`config.mk`:
```
export PLATFORM = sky130hd
export DESIGN_NAME = min_max_finder_param
export DESIGN_NICKNAME = d
export VERILOG_FILES = /design/src/rtl/min_max_finder_param.sv
export SDC_FILE = /design/constraint.sdc
export NUM_CORES = 1
export LEC_CHECK = 0
export ABC_CLOCK_PERIOD_IN_PS = 4420
export CAP_MARGIN = 25
export CORE_MARGIN = 2
export CORE_UTILIZATION = 40
export CTS_BUF_LIST = sky130_fd_sc_hd__clkbuf_2 sky130_fd_sc_hd__clkbuf_4 sky130_fd_sc_hd__clkbuf_8
export DETAILED_ROUTE_END_ITERATION = 10
export SLEW_MARGIN = 0
export SYNTH_ARGS = -nofsm -noshare
export SYNTH_HDL_FRONTEND = slang
export SYNTH_SLANG_ARGS = --single-unit
```
`constraint.sdc`:
```
create_clock -name i_clk -period 4.42 [get_ports i_clk]
set_input_delay 0.663 -clock i_clk [delete_from_list [all_inputs] [get_ports i_clk]]
set_output_delay 0.663 -clock i_clk [all_outputs]
set_load 0.02 [all_outputs]
```
`src/rtl/min_max_finder_param.sv`:
```
// Min/max search engine over an internal DEPTH x WIDTH array.
// The host fills the array, pulses start, and reads back max/min values with their first indices.
`timescale 1ns/1ps
module min_max_finder_param #(
    parameter int WIDTH  = 8,
    parameter int DEPTH  = 16,
    parameter int ADDR_W = 4
) (
    input  logic              i_clk,
    input  logic              i_resetN,
    input  logic              i_wrEn,
    input  logic [ADDR_W-1:0] i_wrAddr,
    input  logic [WIDTH-1:0]  i_wrData,
    input  logic              i_start,
    input  logic [ADDR_W:0]   i_len,
    input  logic              i_signedMode,
    input  logic              i_ack,
    output logic [WIDTH-1:0]  o_max,
    output logic [WIDTH-1:0]  o_min,
    output logic [ADDR_W-1:0] o_maxIdx,
    output logic [ADDR_W-1:0] o_minIdx,
    output logic              o_qi,
    output logic              o_ql,
    output logic              o_qc,
    output logic              o_qd
);

    typedef enum logic [1:0] {S_INI, S_LOAD, S_COMP, S_DONE} state_t;

    localparam logic [ADDR_W:0] LEN_FULL = (ADDR_W+1)'(DEPTH);

    state_t            r_state;
    logic [WIDTH-1:0]  r_mem [DEPTH];
    logic [ADDR_W:0]   r_len;
    logic              r_signed;
    logic [ADDR_W-1:0] r_idx;
    logic [WIDTH-1:0]  r_max;
    logic [WIDTH-1:0]  r_min;
    logic [ADDR_W-1:0] r_maxIdx;
    logic [ADDR_W-1:0] r_minIdx;

    logic              w_wrOk;
    logic [WIDTH-1:0]  w_elem;
    logic              w_gt;
    logic              w_lt;
    logic              w_last;
    logic [ADDR_W:0]   w_lenMapped;

    // The array is frozen while a search is in flight and is never cleared by reset.
    assign w_wrOk = (r_state == S_INI) || (r_state == S_DONE);

    always_ff @(posedge i_clk) begin
        if (i_wrEn && w_wrOk) begin
            r_mem[i_wrAddr] <= i_wrData;
        end
    end

    assign w_elem      = r_mem[r_idx];
    assign w_gt        = r_signed ? ($signed(w_elem) > $signed(r_max)) : (w_elem > r_max);
    assign w_lt        = r_signed ? ($signed(w_elem) < $signed(r_min)) : (w_elem < r_min);
    assign w_last      = ({1'b0, r_idx} == (r_len - 1'b1));
    assign w_lenMapped = ((i_len == '0) || (i_len > LEN_FULL)) ? LEN_FULL : i_len;

    always_ff @(posedge i_clk) begin
        if (!i_resetN) begin
            r_state  <= S_INI;
            r_len    <= LEN_FULL;
            r_signed <= 1'b0;
            r_idx    <= '0;
            r_max    <= '0;
            r_min    <= '0;
            r_maxIdx <= '0;
            r_minIdx <= '0;
        end else begin
            case (r_state)
                S_INI: begin
                    if (i_start) begin
                        r_len    <= w_lenMapped;
                        r_signed <= i_signedMode;
                        r_idx    <= '0;
                        r_state  <= S_LOAD;
                    end
                end
                S_LOAD: begin
                    r_max    <= w_elem;
                    r_min    <= w_elem;
                    r_maxIdx <= '0;
                    r_minIdx <= '0;
                    r_idx    <= ADDR_W'(1);
                    r_state  <= (r_len == (ADDR_W+1)'(1)) ? S_DONE : S_COMP;
                end
                S_COMP: begin
                    // Strict compares keep the earliest index on ties.
                    if (w_gt) begin
                        r_max    <= w_elem;
                        r_maxIdx <= r_idx;
                    end
                    if (w_lt) begin
                        r_min    <= w_elem;
                        r_minIdx <= r_idx;
                    end
                    if (w_last) begin
                        r_state <= S_DONE;
                    end else begin
                        r_idx <= r_idx + 1'b1;
                    end
                end
                S_DONE: begin
                    if (i_ack) begin
                        r_state <= S_INI;
                    end
                end
                default: r_state <= S_INI;
            endcase
        end
    end

    assign o_max    = r_max;
    assign o_min    = r_min;
    assign o_maxIdx = r_maxIdx;
    assign o_minIdx = r_minIdx;
    assign o_qi     = (r_state == S_INI);
    assign o_ql     = (r_state == S_LOAD);
    assign o_qc     = (r_state == S_COMP);
    assign o_qd     = (r_state == S_DONE);

endmodule

```
Word-level counts from Yosys, hierarchy flattened
Memories as Yosys holds them, arrays and structs flattened. A register that Yosys moved wholly into a read port is not among the register bits.
Index checks and enable logic that the tools add are counted.
W data, S select, Z words.

word-level totals
  register bits after elaboration = 36
  RAM bits = 128
  bits of input ports = 23
  memories = 1

cells by class
  add/subtract/negate cells = 2
  $lt $le $gt $ge = 5
  eq/ne operators = 11
  multiplexer cells = 23
  reduce and logical (&&, ||, !) cells = 12

memory list
  name   words  bits a word  rd ports  clocked after memory_dff  wr ports  line  RTL
  r_mem  16     8            1         1                         1         33    logic [WIDTH-1:0] r_mem [DEPTH];

operators with widths
  cell                   count
  $pmux W8 S2            2
  $mux W4                6
  $gt A8 B8 Y1           2
  $lt A8 B8 Y1           2
  $mux W8                2
  $pmux W4 S2            2
  $pmux W4 S3            1
  $pmux W2 S4            1
  $mux W2                3
  $ne A2 B1 Y1 const B   3
  $ne A2 B2 Y1 const B   3
  $reduce_and A2 Y1      3
  $reduce_and A3 Y1      2
  $eq A4 B5 Y1           1
  $eq A5 B1 Y1 const B   1
  $gt A5 B5 Y1 const B   1
  $logic_not A5 Y1       1
  $mux W1                5
  $mux W5                1
  $sub A5 B1 Y5 const B  1
  $add A4 B1 Y4 const B  1
  $eq A2 B2 Y1 const B   2
  $reduce_bool A3 Y1     1
  $eq A2 B1 Y1 const B   1
  4 further kinds        5

Logic depth before layout (Yosys ltp)
  word-level depth = 6
  depth in mapped cells = 13
  depth with buffers taken out = 10

Worst setup path before layout
Ideal clock, no wire load.

  kind = reg-to-reg
  start = reg (tool-made name)
  end = reg r_minIdx[0] (netlist: o_minIdx[0])
  library setup time = 0.129 ns
  arrival time = 3.785 ns
  required time = 4.291 ns
  path slack = 0.506 ns
  stages on the path, launching flop included = 14
  buffers on the path = 4
  period minus slack after synthesis = 3.914 ns
  cells stage by stage = dfxtp_1 > buf_6 > clkbuf_1 > clkbuf_1 > mux4_2 > a22oi_1 > nand2_1 > ha_1 > a211o_1 > a211o_1 > nor4bb_1 > or3_4 > buf_12 > o211ai_2

RTL lines
  what                    line  RTL
  end signal: assignment  100   r_minIdx <= r_idx;
  end: declaration        40    logic [ADDR_W-1:0] r_minIdx;

==> impl_metrics.json <==
{
  "status": "complete, but fails checks",
  "violations": "DRC",
  "endpoint": "o_min[0]",
  "io_pins": 51,
  "fin_skew_ps": 11.3,
  "start_util_pct": 40.9,
  "final_cells": 813,
  "synth_seq_area_share_pct": 62.8,
  "syn_area_um2": 7400,
  "critPathCaptureType": "register",
  "vias_per_cell": 5.66,
  "drt-pass1-iter-count": 8,
  "p_leak_nw": 2.77,
  "holdCritPathClass": "register to register",
  "critPathMostFrequentCell": "a211o_1",
  "cts-buffers-inserted": 17,
  "cts.sinks": 168,
  "synthDistinctLibCells": 58,
  "critPathArrivalTime_ps": 4340,
  "internal-power_mw": 2.80,
  "synth_top_area_share_pct": 51.9,
  "cts_buffer_depth": 2,
  "dieArea_um2": 19600,
  "crit_cells": 10,
  "p_sw_mw": 1.37,
  "crit_chain": "buf_4, mux4_2, a22oi_1, nand2_1, ha_1, a211o_1, a211o_1, o31ai_1, or3_4, mux2i_1",
  "ant_nets": 0,
  "synth_edf_count": 128,
  "overflow": 0,
  "fin_crit_ps": 3970,
  "grt.total_usage_pct": 17.1,
  "grt_pass1_wl_mm": 25.7,
  "cp_slowest_cell": "o31ai_1",
  "finalHoldViolCount": 0,
  "clk_pin_slew_ps": 90,
  "ys_ff_latch": 168,
  "critPathTopFamily": "compound AO/OA/AOI/OAI gates",
  "core_um2": 18100,
  "clk_latency_ps": 450,
  "dr_wl_met2_mm": 8.05,
  "required_ps": 4800,
  "synthTopCellsByArea": "edfxtp_1 (52%), dfxtp_1 (11%), mux4_2 (9.1%), ha_1 (3.9%), nand2_1 (1.7%)",
  "hpwl_mm": 11.2,
  "numPortBuffers": 50,
  "synth_ff_type": "edfxtp_1",
  "fin_tns_setup_ps": 0,
  "drive_gt1_share_pct": 15.8,
  "drv_cap": 0,
  "drc": 6,
  "die_w_um": 140,
  "synth_top_area_cell": "edfxtp_1",
  "num_rows": 49,
  "root_buffer": "clkbuf_8",
  "critical_path_class": "register to register",
  "critical_path_buf_inv_count": 1,
  "cts-resized-gates": 0,
  "antenna_found_initial": 0,
  "gp_congestion": 0.883,
  "dp_cells": 780,
  "yosysMostFrequentCell": "edfxtp_1",
  "powerDensity_nw_per_um2": 485,
  "cts_tree": "built",
  "synthCells": 511,
  "tightest_slew_ps": 1000,
  "dr.max_layer_used": "met4",
  "wl_met3_um": 777,
  "wl_met1_mm": 7.04,
  "p_comb_share_pct": 28.4,
  "syn_nets": 557,
  "design_area_um2": 8600,
  "setup_viol": 0,
  "cts_setup_buffers": 0,
  "irDropWorstVdd_v": 0.000204,
  "seqPwrFrac_pct": 45.1,
  "cts_hold_buf": 0,
  "crit_fanout": 12,
  "diodes": 0,
  "fmax_mhz": 252,
  "period_share_pct": 89.7,
  "grt_max_degree": 33,
  "post_dp_cell_area_um2": 8180,
  "wire_per_inst_um": 19.8,
  "synthArstFlopShare_pct": 0,
  "area_growth_pct": 16.2,
  "reg2reg_slack_ps": 450,
  "yosys_warnings": 0,
  "ff2ff_path_depth": 10,
  "vias": 4601,
  "fillers": 1558,
  "first_iter_violations": 419,
  "grt_pass1_vias": 4691,
  "die_h_um": 140,
  "cts_max_level": 4,
  "nets": 617,
  "slowest_delay_ps": 720,
  "avgSynthCellArea_um2": 14.5,
  "r2r_end": "o_min[0]",
  "wl_mm": 16.1,
  "rsz0062_at_grt": "no",
  "cp-start-kind": "register",
  "swShare_pct": 32.9,
  "drv_slew": 0,
  "ys_top_cells_by_count": "edfxtp_1 (128), dfxtp_1 (40), nand2_1 (33), mux4_2 (30), inv_1 (26)",
  "clkPwrFrac_pct": 26.5,
  "slew_headroom_pct": 32.8
}
==> layout by cell type, fill, tap and decap left out, types with 9 or more instances in the layout <==
cell / netlist / layout
a21oi_1: 23 / 23
a22oi_1: 14 / 14
buf_4: 0 / 10
clkbuf_8: 0 / 17
clkdlybuf4s50_1: 0 / 50
dfxtp_1: 40 / 39
edfxtp_1: 128 / 128
ha_1: 23 / 23
inv_1: 26 / 26
mux2i_1: 9 / 9
mux4_2: 30 / 30
nand2_1: 33 / 33
nand3_1: 19 / 19
nor2_1: 25 / 25
o211ai_1: 11 / 11
o21ai_0: 13 / 13
==> flip-flops by register name (all words and copies together), names as in the netlist, named ones only <==
register,cells
r_len,5
o_minIdx,4
r_signed,1
r_state,2
r_idx,4
o_maxIdx,4
r_mem,128
o_min,8
o_max,8
==> per-layer routing <==
| layer | vias up | track usage, % |
|---|---|---|
| li1 | 2139 | - |
| met1 | 2302 | 21.9 |
| met2 | 139 | 29.3 |
| met3 | 21 | 4.10 |
| met4 | 0 | 4.78 |
| met5 | - | 0 |
==> logic make-up after synthesis <==
group           Yosys count  share of synthesized area (%)
compound gates          108                           10.9
xor+xnor                  4                          0.474
fa+ha+maj                23                           3.89
buf+inv                  48                           2.81
flops                   168                           62.8
mux                      43                           11.1
simple gates            117                           8.02
==> tightest hold or removal path, stage by stage, from the launching register on <==
cell and delay [ps]:
dfxtp_1 330, o21ai_0 70, a21oi_1 60
==> power by group through the flow <==
| stage | Clock [mW] | Combinational [mW] | Sequential, mW |
|---|---|---|---|
| finish | 1.11 | 1.19 | 1.88 |
| global route | 1.20 | 1.30 | 1.89 |
| detailed placement | 0 | 1.18 | 1.92 |
| global placement | 0 | 1.14 | 1.91 |
| CTS | 1.13 | 1.18 | 1.88 |
| floorplan | 0 | 0.758 | 1.95 |
==> cell type report <==
class / count / area, µm² / area share (%)
clock buffers: 18 / 241 / 2.81
clock inverters: 14 / 159 / 1.85
inverters: 27 / 101 / 1.18
multi-input cells: 295 / 2550 / 29.6
flip-flops and latches: 168 / 4650 / 54.0
well taps: 229 / 287 / 3.33
repair buffers: 62 / 621 / 7.21
==> stage by stage <==
| step | hold slack, ps | util, % | worst slack (ps) | power [mW] |
|---|---|---|---|---|
| 2_1_floorplan | 457 | - | 506 | 2.71 |
| 3_3_place_gp | 478 | 45.2 | 707 | 3.06 |
| 3_5_place_dp | 488 | 45.2 | 540 | 3.09 |
| 4_1_cts | 503 | 47.4 | 513 | 4.19 |
| 5_1_grt | 531 | 47.6 | 238 | 4.40 |
| 6_report | 498 | 47.6 | 454 | 4.17 |
==> worst min-delay path by stage <==
stage / start / endpoint / slack, ps / depth (start not counted)
2_1_floorplan: r_signed / r_signed / 460 / 2
3_5_place_dp: o_max[7] / o_max[7] / 490 / 2
6_report: o_max[7] / o_max[7] / 500 / 2
4_1_cts: o_max[7] / o_max[7] / 500 / 2
5_1_grt: o_max[4] / o_max[4] / 530 / 2
3_3_place_gp: o_max[5] / o_max[5] / 480 / 2
No activity file was read; power rests on OpenSTA's default activity.
